===== config.mk =====
export PLATFORM = sky130hd
export DESIGN_NAME = ram_read_responder_flat
export DESIGN_NICKNAME = d
export VERILOG_FILES = /design/src/rtl/ram_read_responder_if.sv /design/src/rtl/ram_read_responder.sv /design/src/flat_wrapper.sv
export SDC_FILE = /design/constraint.sdc
export NUM_CORES = 1
export LEC_CHECK = 0
export ABC_CLOCK_PERIOD_IN_PS = 5900
export CAP_MARGIN = 20
export CELL_PAD_IN_SITES_DETAIL_PLACEMENT = 1
export CELL_PAD_IN_SITES_GLOBAL_PLACEMENT = 2
export CORE_MARGIN = 2
export CORE_UTILIZATION = 25
export CTS_CLUSTER_DIAMETER = 60
export DETAILED_ROUTE_END_ITERATION = 7
export GPL_TIMING_DRIVEN = 0
export PLACE_DENSITY = 0.62
export SYNTH_ARGS = -nofsm -noshare
export SYNTH_HDL_FRONTEND = slang
export SYNTH_SLANG_ARGS = --single-unit
export TNS_END_PERCENT = 100

===== constraint.sdc =====
create_clock -name i_clk -period 5.9 [get_ports i_clk]
set_clock_uncertainty 0.15 [all_clocks]
set_input_delay 0.59 -clock i_clk [delete_from_list [all_inputs] [get_ports i_clk]]
set_output_delay 0.59 -clock i_clk [all_outputs]
set_load 0.05 [all_outputs]

===== src/rtl/ram_read_responder_if.sv =====
// rtl/ram_read_responder_if.sv - request/response handshake bundle for ram_read_responder
//
// Purpose: groups the read-request and read-response handshakes between an
// address-issuing initiator (master) and the RAM responder (slave).
// Signals:
//   req_valid  master->slave  read request present
//   req_ready  slave->master  responder can accept a request
//   req_addr   master->slave  read address (ADDR_WIDTH)
//   req_signed master->slave  1 = sign-extend, 0 = zero-extend
//   rsp_valid  slave->master  response FIFO head valid
//   rsp_ready  master->slave  consumer takes head
//   rsp_data   slave->master  extended read data (OUT_WIDTH)
//   rsp_err    slave->master  head came from an out-of-range address
interface ram_read_responder_if #(
  parameter int ADDR_WIDTH = 2,
  parameter int OUT_WIDTH  = 32
);
  logic                  req_valid;
  logic                  req_ready;
  logic [ADDR_WIDTH-1:0] req_addr;
  logic                  req_signed;
  logic                  rsp_valid;
  logic                  rsp_ready;
  logic [OUT_WIDTH-1:0]  rsp_data;
  logic                  rsp_err;

  modport master (
    output req_valid, req_addr, req_signed, rsp_ready,
    input  req_ready, rsp_valid, rsp_data, rsp_err
  );

  modport slave (
    input  req_valid, req_addr, req_signed, rsp_ready,
    output req_ready, rsp_valid, rsp_data, rsp_err
  );
endinterface


===== src/rtl/ram_read_responder.sv =====
// rtl/ram_read_responder.sv - small RAM with handshaked reads and a 2-entry response FIFO
//
// Purpose: DEPTH x DATA_WIDTH memory with one write port. Read requests are
// accepted over bus.req_*, read at the accepting edge, extended to OUT_WIDTH
// and pushed into a 2-entry response FIFO drained over bus.rsp_*.
// Optional feature macro: RAM_READ_BYPASS_EN (same-cycle write-to-read forwarding).
// Ports:
//   i_clk       clock, all state on rising edge
//   i_rst_n     asynchronous active-low reset (memory contents unaffected)
//   i_wr_en     write strobe
//   i_wr_addr   write address, ignored when >= DEPTH
//   i_wr_data   write data
//   bus         ram_read_responder_if.slave request/response handshakes
//   o_rd_count  accepted-request counter, wraps at 16 bits
module ram_read_responder #(
  parameter int ADDR_WIDTH = 2,
  parameter int DEPTH      = 4,
  parameter int DATA_WIDTH = 8,
  parameter int OUT_WIDTH  = 32
) (
  input  logic                  i_clk,
  input  logic                  i_rst_n,
  input  logic                  i_wr_en,
  input  logic [ADDR_WIDTH-1:0] i_wr_addr,
  input  logic [DATA_WIDTH-1:0] i_wr_data,
  ram_read_responder_if.slave   bus,
  output logic [15:0]           o_rd_count
);

  // ---------------------------------------------------------------------
  // Memory: one register per word, power-up value = word index. Not reset.
  // ---------------------------------------------------------------------
  logic [DATA_WIDTH-1:0] w_words [DEPTH];

  for (genvar g = 0; g < DEPTH; g++) begin : g_mem
    logic [DATA_WIDTH-1:0] r_word = DATA_WIDTH'(g);

    always_ff @(posedge i_clk) begin
      if (i_wr_en && (i_wr_addr == ADDR_WIDTH'(g))) begin
        r_word <= i_wr_data;
      end
    end

    assign w_words[g] = r_word;
  end

  // ---------------------------------------------------------------------
  // Read path: address decode doubles as the range check, so an address
  // >= DEPTH never indexes the array.
  // ---------------------------------------------------------------------
  logic                  w_in_range;
  logic [DATA_WIDTH-1:0] w_rd_word;
  logic [OUT_WIDTH-1:0]  w_ext;

  always_comb begin
    w_in_range = 1'b0;
    w_rd_word  = '0;
    for (int i = 0; i < DEPTH; i++) begin
      if (bus.req_addr == ADDR_WIDTH'(i)) begin
        w_in_range = 1'b1;
        w_rd_word  = w_words[i];
      end
    end
`ifdef RAM_READ_BYPASS_EN
    // Forward the word being written this edge to a read of the same address.
    if (w_in_range && i_wr_en && (i_wr_addr == bus.req_addr)) begin
      w_rd_word = i_wr_data;
    end
`else
    // Read-before-write: the stored word is returned, the write still lands.
`endif
  end

  always_comb begin
    w_ext = OUT_WIDTH'(w_rd_word);
    if (bus.req_signed) begin
      for (int i = DATA_WIDTH; i < OUT_WIDTH; i++) begin
        w_ext[i] = w_rd_word[DATA_WIDTH-1];
      end
    end
    if (!w_in_range) begin
      w_ext = '0;
    end
  end

  // ---------------------------------------------------------------------
  // Response FIFO, 2 entries. req_ready depends only on r_cnt, so a pop in
  // the same cycle as a full FIFO frees the slot only for the next cycle.
  // ---------------------------------------------------------------------
  logic [1:0]           r_cnt;
  logic                 r_wr_ptr;
  logic                 r_rd_ptr;
  logic [OUT_WIDTH-1:0] r_fifo_data [2];
  logic                 r_fifo_err  [2];
  logic [15:0]          r_rd_count;
  logic                 w_push;
  logic                 w_pop;

  assign w_push = bus.req_valid & bus.req_ready;
  assign w_pop  = bus.rsp_valid & bus.rsp_ready;

  always_ff @(posedge i_clk or negedge i_rst_n) begin
    if (!i_rst_n) begin
      r_cnt      <= 2'd0;
      r_wr_ptr   <= 1'b0;
      r_rd_ptr   <= 1'b0;
      r_rd_count <= 16'd0;
      for (int i = 0; i < 2; i++) begin
        r_fifo_data[i] <= '0;
        r_fifo_err[i]  <= 1'b0;
      end
    end else begin
      if (w_push) begin
        r_fifo_data[r_wr_ptr] <= w_ext;
        r_fifo_err[r_wr_ptr]  <= ~w_in_range;
        r_wr_ptr              <= ~r_wr_ptr;
        r_rd_count            <= r_rd_count + 16'd1;
      end
      if (w_pop) begin
        r_rd_ptr <= ~r_rd_ptr;
      end
      case ({w_push, w_pop})
        2'b10:   r_cnt <= r_cnt + 2'd1;
        2'b01:   r_cnt <= r_cnt - 2'd1;
        default: r_cnt <= r_cnt;
      endcase
    end
  end

  assign bus.req_ready = (r_cnt != 2'd2);
  assign bus.rsp_valid = (r_cnt != 2'd0);
  assign bus.rsp_data  = r_fifo_data[r_rd_ptr];
  assign bus.rsp_err   = r_fifo_err[r_rd_ptr];
  assign o_rd_count    = r_rd_count;

endmodule

===== src/flat_wrapper.sv =====
// flat-port wrapper written by rule: the top's interface ports become plain ports
module ram_read_responder_flat 
#(
  parameter int ADDR_WIDTH = 2,
  parameter int DEPTH      = 4,
  parameter int DATA_WIDTH = 8,
  parameter int OUT_WIDTH  = 32
)
  (i_clk, i_rst_n, i_wr_en, i_wr_addr, i_wr_data, o_rd_count, bus_req_valid, bus_req_addr, bus_req_signed, bus_rsp_ready, bus_req_ready, bus_rsp_valid, bus_rsp_data, bus_rsp_err);
  ram_read_responder_if #(.ADDR_WIDTH(ADDR_WIDTH), .OUT_WIDTH(OUT_WIDTH)) bus_i ();
  input  logic i_clk;
  input  logic i_rst_n;
  input  logic i_wr_en;
  input  logic [ADDR_WIDTH-1:0] i_wr_addr;
  input  logic [DATA_WIDTH-1:0] i_wr_data;
  output logic [15:0] o_rd_count;
  input wire logic [$bits(bus_i.req_valid)-1:0] bus_req_valid;
  input wire logic [$bits(bus_i.req_addr)-1:0] bus_req_addr;
  input wire logic [$bits(bus_i.req_signed)-1:0] bus_req_signed;
  input wire logic [$bits(bus_i.rsp_ready)-1:0] bus_rsp_ready;
  output wire logic [$bits(bus_i.req_ready)-1:0] bus_req_ready;
  output wire logic [$bits(bus_i.rsp_valid)-1:0] bus_rsp_valid;
  output wire logic [$bits(bus_i.rsp_data)-1:0] bus_rsp_data;
  output wire logic [$bits(bus_i.rsp_err)-1:0] bus_rsp_err;
  assign bus_i.req_valid = bus_req_valid;
  assign bus_i.req_addr = bus_req_addr;
  assign bus_i.req_signed = bus_req_signed;
  assign bus_i.rsp_ready = bus_rsp_ready;
  assign bus_req_ready = bus_i.req_ready;
  assign bus_rsp_valid = bus_i.rsp_valid;
  assign bus_rsp_data = bus_i.rsp_data;
  assign bus_rsp_err = bus_i.rsp_err;
  ram_read_responder #(.ADDR_WIDTH(ADDR_WIDTH), .DEPTH(DEPTH), .DATA_WIDTH(DATA_WIDTH), .OUT_WIDTH(OUT_WIDTH)) u_core (.i_clk(i_clk), .i_rst_n(i_rst_n), .i_wr_en(i_wr_en), .i_wr_addr(i_wr_addr), .i_wr_data(i_wr_data), .bus(bus_i), .o_rd_count(o_rd_count));
endmodule

* Yosys cells after proc, flatten, opt, wreduce, memory -nomap -nowiden
Index checks and enable logic that the tools add are counted.
** Operators by class
- $add $sub $neg :: 3
- $lt $le $gt $ge :: 3
- Reduce and logical (&&, ||, !) cells :: 9
- Equal/unequal tests :: 9
- Muxes and demuxes :: 23
- Bitwise operators :: 7
** Operators with widths (count)
- two-way mux 32 bit :: 5
- bitwise mux 64 bit :: 1
- demux 32 bit (select 1 bit) :: 1
- two-way mux 8 bit :: 4
- two-way mux 24 bit :: 1
- adder 16 x 1 -> 16 bit, second input constant :: 1
- equality test 2 bit, second input constant :: 5
- two-way mux 1 bit :: 8
- equality test 2 x 1 -> 1 bit, second input constant :: 3
- logical AND 1 bit :: 5
- >= comparator 2 bit, second input constant :: 2
- zero test 2 bit :: 2
- inverter 1 -> 2 bit :: 2
- case mux 2 bit (2 select lines) :: 1
- nonzero test 2 bit :: 2
- inverter 1 bit :: 3
- adder 2 x 1 -> 2 bit, second input constant :: 1
- bitwise AND 1 bit :: 2
- bitwise mux 2 bit :: 1
- less-than comparator 2 x 1 -> 1 bit, second input constant :: 1
- != test 2 bit, second input constant :: 1
- subtractor 2 x 1 -> 2 bit, second input constant :: 1
- demux 1 bit (select 1 bit) :: 1
** Word-level totals
- Input port bits :: 18
- Output and inout port bits :: 51
- Flip-flop bits (word level) :: 118

* Longest topological paths before layout
Gate-level depths: netlist (run 1).
- Depth after elaboration :: 8
- Mapped depth :: 7
- Mapped depth without buffers :: 6

* Worst setup path after synthesis (run 1)
No wires, ideal clock.
- Path kind :: register to output
- Start point :: register u_core.r_rd_ptr
- End point :: output port bus_rsp_data[10]
- Path slack :: 1.751 ns
- Data arrival time :: 3.409 ns
- Stages on the path, launching flop included :: 4
- Required time :: 5.160 ns
- Cells stage by stage :: dfrtp_1 -> buf_1 -> o21ai_0 -> buf_4
** Between the ends
- Word-level cells in the longest chain between the ends :: 4
** Ends and longest elaborated chain
- start: declaration :: line ram_read_responder.sv:92 : logic r_rd_ptr;
- start signal: assignment :: line ram_read_responder.sv:120 : r_rd_ptr <= ~r_rd_ptr;
- inverter 1 -> 2 bit (implied by the code) :: line ram_read_responder.sv:132 : assign bus.rsp_data = r_fifo_data[r_rd_ptr];
- two-way mux 32 bit (implied by the code) (3 in series) :: line ram_read_responder.sv:132
- end: declaration :: line flat_wrapper.sv:23 : output wire logic [$bits(bus_i.rsp_data)-1:0] bus_rsp_data;
Every way passes these cells. The select of a mux whose other input is x is not followed.

* Worst setup path after layout (run 1)
- Start point :: register u_core.r_rd_ptr
- End point :: output port bus_rsp_data[21]
The elaborated chain is that of the path after synthesis.

==> metrics.md, run 1 <==
| Metric | Value |
|---|---|
| Status | `finished, final reports clean` |
| Hold_buf cts | `1` |
| Die X | `about 120 um` |
| Row cnt | `41` |
| Core Footprint | `12600 um2` |
| Share of Yosys cell area claimed by the top area cell type | `~31%` |
| Initial Util | `about a quarter` |
| Tot GR Track Use | `10.6%` |
| Routed len/inst | `14.2 um` |
| Critical Path AT | `2.79 ns` |
| Number of global-route vias before repair | `1942` |
| Share of cells above drive strength 1 | `30.8%` |
| Switch share | `a little over two fifths` |
| Yosys cell types | `36` |
| Post-DRT Antenna Nets | `0` |
| Xor and xnor area share after synthesis | `5.46%` |
| Top Ports | `69` |
| Synth Net Count | `roughly 220` |
| Initial antenna violation count | `0` |
| Insertion delay to the later sink of the worst-skew pair | `around 0.33 ns` |
| Comb pwr share | `53.7%` |
| Slew at the pin closest to its max-slew limit | `0.759 ns` |
| Synthesis-stage register bit count | `between 70 and 80` |
| CTS tree | `done` |
| Vias | `about 1900` |
| Placer Congestion | `about 0.66` |
| Worst Path Max Fanout | `17` |
| Fin crit share | `59.8%` |
| WP data required | `5.16 ns` |
| Port Buffers | `66` |
| Die height | `roughly 120 um` |
| Remaining Overflow, GRT | `0` |
| Sequential area share after synthesis | `between 60% and 70%` |
| Post-CTS Setup Bufs | `0` |
| Top post-synthesis cells by count | `dfrtp_1 (40), edfxtp_1 (32), buf_4 (23)` |
| Residual DRC | `0` |
| Final Hold Viols | `0` |
| Setup violations, final | `0` |
| Clock group share of total power | `a little over a fifth` |
| Register area | `1960 um2` |
| Cell internal pwr | `0.00168 W` |
| Post-CTS Resized | `0` |
| Final TNS setup | `0 ns` |
| DR pass1 iterations | `4` |
| Final HPWL DP | `4.69 mm` |
| CP Launch Type | `register` |
| Slowest stage delay, CP | `~0.8 ns` |
| Bufs on Longest Clock Path | `2` |
| H-tree Lvls | `3` |
| Critical path class | `register to output port` |
| 1st-iter DRT viols | `slightly below 80` |
| Leak Pwr | `1.79 nW` |
| Multi-input gate area | `~1000 um2` |
| Fill count | `roughly 1300` |
| CP Cell Sequence | `buf_1 > nand2_1 > o21ai_1 > buf_6 > buf_4 > clkdlybuf4s50_1` |
| Num CTS Buffers | `9` |
| Clk sink count | `between 70 and 80` |
| Power density over cell area | `649 nW/um2` |
| Peak VDD IR | `0.210 mV` |
| Max Slew Vio Count | `0` |
| Layout area overhead | `39.1%` |
| Synth Area in Adders | `0.780%` |
| Gate count of the mapped netlist | `204` |
| Minimum clock period | `3.53 ns` |
| Synthesized cell area | `3210 um2` |
| Max-cap violation count | `0` |
| Clock root cell | `clkbuf_16` |
| Top post-synthesis cells by area | `dfrtp_1 (31%), edfxtp_1 (30%), mux2_2 (6.7%)` |
| Fmax | `283 MHz` |
| Synth async-reset ratio | `55.6%` |
| Primary FF master, synth | `dfrtp_1` |
| Post-Syn Area per Cell | `15.7 um2` |
| Pin count of the biggest net entering global routing | `32` |
| Synth area leader | `dfrtp_1` |
| Crit path buffers/inverters | `4` |
| First-pass GRT wire length | `10.7 mm` |
| Critical Path End Type | `output port` |
| Synth Area in Compound Gates | `0.312%` |
| Hold Path Origin | `u_core.o_rd_count[15]$_DFFE_PN0P_` |
| Slowest cell on crit path | `clkdlybuf4s50_1` |
| Synth Warn # | `0` |
| Slew HR | `49.2%` |
| Fin nets | `304` |
| Count leader, synth | `dfrtp_1` |
| Sequential fraction of design power | `25.0%` |
| Worst Setup SP | `u_core.r_rd_ptr$_DFFE_PN0P_` |
| Multiplexer share of the synthesized area | `15.9%` |
| RSZ-0062 raised after global routing | `no` |
| Die area | `between 10000 and 15000 um2` |
| WHS | `~0.33 ns` |
| NetSw | `0.00122 W` |
| Antenna diodes | `0` |
| Clock-pin slew on the worst setup and hold paths | `0.06 ns` |
| Synth Area in Simple Gates | `9.25%` |
| Worst Hold Class | `register to register` |
| Final WL | `approximately 6.6 mm` |
| Number of vias per cell | `4.01` |
| Number of synthesized flops with an enable pin | `32` |
| Crit path max-delay family | `buffers and inverters` |
| Crit Reg-Reg Startpoint | `u_core.r_cnt[0]$_DFFE_PN0P_` |
| Largest family of logic cells by synthesized area | `multiplexers` |
[cell families after synthesis]
| family | count (synthesis) |
|---|---|
| AO/OA/AOI/OAI | 2 |
| XOR/XNOR | 20 |
| adder cells (fa/ha/maj) | 2 |
| buffers and inverters | 32 |
| flip-flops | 72 |
| multiplexers | 35 |
| AND/OR/NAND/NOR | 41 |
[registers in the layout (all words and copies together), names as in the netlist]
register             cells
u_core.o_rd_count       16
u_core.r_fifo_err        2
u_core.g_mem.r_word     32
u_core.r_rd_ptr          1
u_core.r_wr_ptr          1
u_core.r_fifo_data      18
u_core.r_cnt             2
[power groups by stage]
stage	combinational, W	clock [W]	sequential (W)
detailed placement	0.00158	0	0.000734
CTS	0.00158	0.000636	0.000726
global route	0.00164	0.000656	0.000743
global placement	0.00157	0	0.000729
floorplan	0.00106	0	0.000795
finish	0.00156	0.000617	0.000723
[layout by cell type (no fill, tap or decap), types with 2 or more instances in the layout]
cell type	count
mux4_2	8
nor2_1	6
edfxtp_1	32
inv_1	4
nand2_1	7
nand4_4	2
mux2_4	7
clkbuf_1	2
and2_1	2
and3_1	2
nand4_1	2
mux2_2	19
bufinv_16	3
ha_1	2
dfrtp_1	40
clkdlybuf4s50_1	65
buf_6	4
clkinv_2	2
xnor2_1	11
clkbuf_16	9
nand3_1	4
buf_4	23
xor2_1	9
nor3_1	3
[routing by layer]
| metal | wire length (um) | vias to the layer above | global-route usage (%) |
|---|---|---|---|
| li1 | - | 867 | - |
| met1 | 2970 | 926 | 13.2 |
| met2 | 3130 | 47 | 17.1 |
| met3 | 358 | 10 | 3.86 |
| met4 | 96 | 0 | 3.76 |
| met5 | 0 | - | 0 |
[path summary, 6_finish.rpt]
path                                                      to  slack, ns  cells after the start
setup / recovery                            bus_rsp_data[21]       2.37                      6
max in group asynchronous   u_core.r_fifo_err[1]$_DFFE_PN0P_       4.63                      3
min in group asynchronous   u_core.o_rd_count[5]$_DFFE_PN0P_       0.51                      2
hold / removal             u_core.o_rd_count[15]$_DFFE_PN0P_       0.33                      1
setup reg to reg                 u_core.r_cnt[1]$_DFFE_PN0P_       4.15                      5
hold reg to reg            u_core.o_rd_count[15]$_DFFE_PN0P_       0.33                      1
[metrics by stage]
step                cell area, um2  power (W)  util [%]  setup WS, ns  cells
finish                        4460    0.00290      35.5          2.37    461
global route                  4460    0.00303      35.5          2.13    461
CTS                           4460    0.00294      35.5          2.26    461
detailed placement            4110    0.00231      32.7          2.62    444
global placement              4080    0.00230      32.5          1.57    442
floorplan                     3210    0.00185         -          1.75    204
[area by class of cell]
| type | instances | area share, % |
|---|---|---|
| sequential | 72 | 44.0 |
| timing repair buffer | 69 | 15.6 |
| multi-input combinational | 100 | 22.9 |
| buffer | 28 | 4.80 |
| tap | 172 | 4.82 |
| clock inverter | 6 | 2.41 |
| inverter | 4 | 0.337 |
| clock buffer | 10 | 5.13 |
No activity file was read; power rests on OpenSTA's default activity.
==> run 2, diff against run 1 <==
--- a/config.mk
+++ b/config.mk
@@ -5,7 +5,7 @@
 export SDC_FILE = /design/constraint.sdc
 export NUM_CORES = 1
 export LEC_CHECK = 0
-export ABC_CLOCK_PERIOD_IN_PS = 5900
+export ABC_CLOCK_PERIOD_IN_PS = 3400
 export CAP_MARGIN = 20
 export CELL_PAD_IN_SITES_DETAIL_PLACEMENT = 1
 export CELL_PAD_IN_SITES_GLOBAL_PLACEMENT = 2
==> constraint.sdc (replaced) <==
create_clock -name i_clk -period 3.4 [get_ports i_clk]
set_clock_uncertainty 0.15 [all_clocks]
set_input_delay 0.34 -clock i_clk [delete_from_list [all_inputs] [get_ports i_clk]]
set_output_delay 0.34 -clock i_clk [all_outputs]
set_load 0.05 [all_outputs]
==> run 2 against run 1 <==
Against the previous run: final cell count shrank 0.43%; sequential cell count stayed put; utilization decreased by 0.35 points; non-clock buffer count decreased by 2; critical path depth is 3 lower; routed wire length is 2.5% lower; final area down 0.98%; setup slack got worse by 2.0 ns; via count decreased by 0.59%.
==> metrics.md, run 2 (synthesized netlist as in run 1, its figures left out) <==
| Metric | Value |
|---|---|
| Status | `finished, final reports clean` |
| Clock root cell | `clkbuf_16` |
| Die height | `117 um` |
| Critical Path End Type | `output port` |
| FF-to-FF path depth | `5` |
| Post-DRT Antenna Nets | `0` |
| Critical path class | `register to output port` |
| Fin nets | `302` |
| Remaining Overflow, GRT | `0` |
| CP Launch Type | `register` |
| Hold depth | `1` |
| Die area | `around 14000 um2` |
| Slew HR | `49.8%` |
| R2R setup slack | `between 1.5 and 2 ns` |
| Pre-CTS setup slack | `0.270 ns` |
| Final Hold Viols | `0` |
| Worst Setup SP | `u_core.r_rd_ptr$_DFFE_PN0P_` |
| Num CTS Buffers | `9` |
| H-tree Lvls | `3` |
| Final WL | `6.40 mm` |
| Tot GR Track Use | `10.2%` |
| Slew at the pin closest to its max-slew limit | `between 0.7 and 0.8 ns` |
| Commonest cells after routing, fill and taps aside | `clkdlybuf4s50_1 (65), dfrtp_1 (40), edfxtp_1 (32)` |
| Layout area overhead | `37.7%` |
| Routed len/inst | `13.9 um` |
| Final Non-Filler Cells | `about 460` |
| Die X | `around 120 um` |
| DR pass1 iterations | `3` |
| Setup ws final | `just under 0.4 ns` |
| RSZ-0062 raised after global routing | `no` |
| Core Footprint | `12600 um2` |
| Multi-input gate area | `1030 um2` |
| Residual DRC | `0` |
| Clk sink count | `72` |
| Vias | `1839` |
| Initial antenna violation count | `0` |
| Crit Reg-Reg Startpoint | `u_core.r_cnt[0]$_DFFE_PN0P_` |
| Number of vias per cell | `4.01` |
| Fin crit share | `88.7%` |
| Worst reg2reg path endpoint | `u_core.r_cnt[1]$_DFFE_PN0P_` |
| Final Core Density | `35.1%` |
| 1st-iter DRT viols | `75` |
| Top Ports | `69` |
| Row cnt | `~40` |
| Pin count of the biggest net entering global routing | `25` |
| WP data required | `2.91 ns` |
| Insertion delay to the later sink of the worst-skew pair | `0.33 ns` |
| WHS | `0.322 ns` |
| Fill count | `1316` |
| Largest Register | `u_core.g_mem.r_word` |
| Max Slew Vio Count | `0` |
| Placer Congestion | `between 0.6 and 0.7` |
| Worst Path Max Fanout | `24` |
| Hold Path Origin | `u_core.o_rd_count[15]$_DFFE_PN0P_` |
| Max-cap violation count | `0` |
| Worst Hold Class | `register to register` |
| Initial Util | `25.5%` |
| Critical Path AT | `2.52 ns` |
| Setup violations, final | `0` |
| Antenna diodes | `0` |
| Max reg flops | `32` |
| Final HPWL DP | `4.61 mm` |
| Bufs on Longest Clock Path | `2` |
| Commonest non-fill, non-tap cell in the layout | `clkdlybuf4s50_1` |
| Fmax | `332 MHz` |
| Minimum clock period | `roughly 3 ns` |
| Register area | `1960 um2` |
| Port Buffers | `66` |
| Clock-pin slew on the worst setup and hold paths | `around 0.060 ns` |
| Placed Cells | `443` |
| First-pass GRT wire length | `10.5 mm` |
| Share of cells above drive strength 1 | `30.3%` |
| Hold path endpoint | `u_core.o_rd_count[15]$_DFFE_PN0P_` |
| Number of global-route vias before repair | `2001` |
| CTS tree | `done` |
-- run 2: cell count changes in the layout (fill, tap and decap cells not counted), sizes merged --
cell / previous run / this run
clkinvlp: 1 / 0
clkinv: 2 / 5
buf: 30 / 28
bufinv: 3 / 1
-- run 2: critical path, cell delays in order, from the launching register on --
cell,delay [ns]
dfrtp_1,0.59
o21ai_4,0.59
buf_4,0.21
clkdlybuf4s50_1,0.81
-- run 2: cell type report --
class                   instances  share of cell area (%)
multi-input cells             100                    23.4
flip-flops and latches         72                    44.4
clock buffers                  10                    5.18
plain buffers                  27                    4.76
clock inverters                 6                    1.36
well taps                     172                    4.87
inverters                       4                   0.340
repair buffers                 68                    15.7
-- run 2: per-stage QoR --
stage / TNS (ns) / area [um2]
floorplan: 0 / 3210
global placement: -3.30 / 4080
detailed placement: 0 / 4110
CTS: 0 / 4420
global route: 0 / 4420
finish: 0 / 4420
-- run 2: how the worst max path moves through the flow --
stage / endpoint / slack (ns) / cells past startpoint
6_report: bus_rsp_data[26] / 0.39 / 3
2_1_floorplan: bus_rsp_data[10] / 0.40 / 3
5_1_grt: bus_rsp_data[22] / 0.17 / 4
3_3_place_gp: bus_rsp_data[22] / -0.15 / 4
4_1_cts: bus_rsp_data[26] / 0.05 / 5
3_5_place_dp: bus_rsp_data[26] / 0.27 / 4
-- run 2: timing repair --
action                     4_1_cts  5_1_grt
setup endpoints to repair       23       23
setup buffers                    0        0
hold endpoints to repair        19        0
resized for setup                1        0
hold buffers                     1        0
-- run 2: layer usage --
layer,vias up,share of wire [%],global-route usage (%)
met5,-,0,0
met4,0,1.5,3.76
met3,7,4.6,3.45
met2,49,47,16.1
met1,922,47,13.1
li1,861,-,-
Power of run 2 is not shown: default switching activity piles up to over one toggle a cycle in this logic, so the estimate is an artifact.
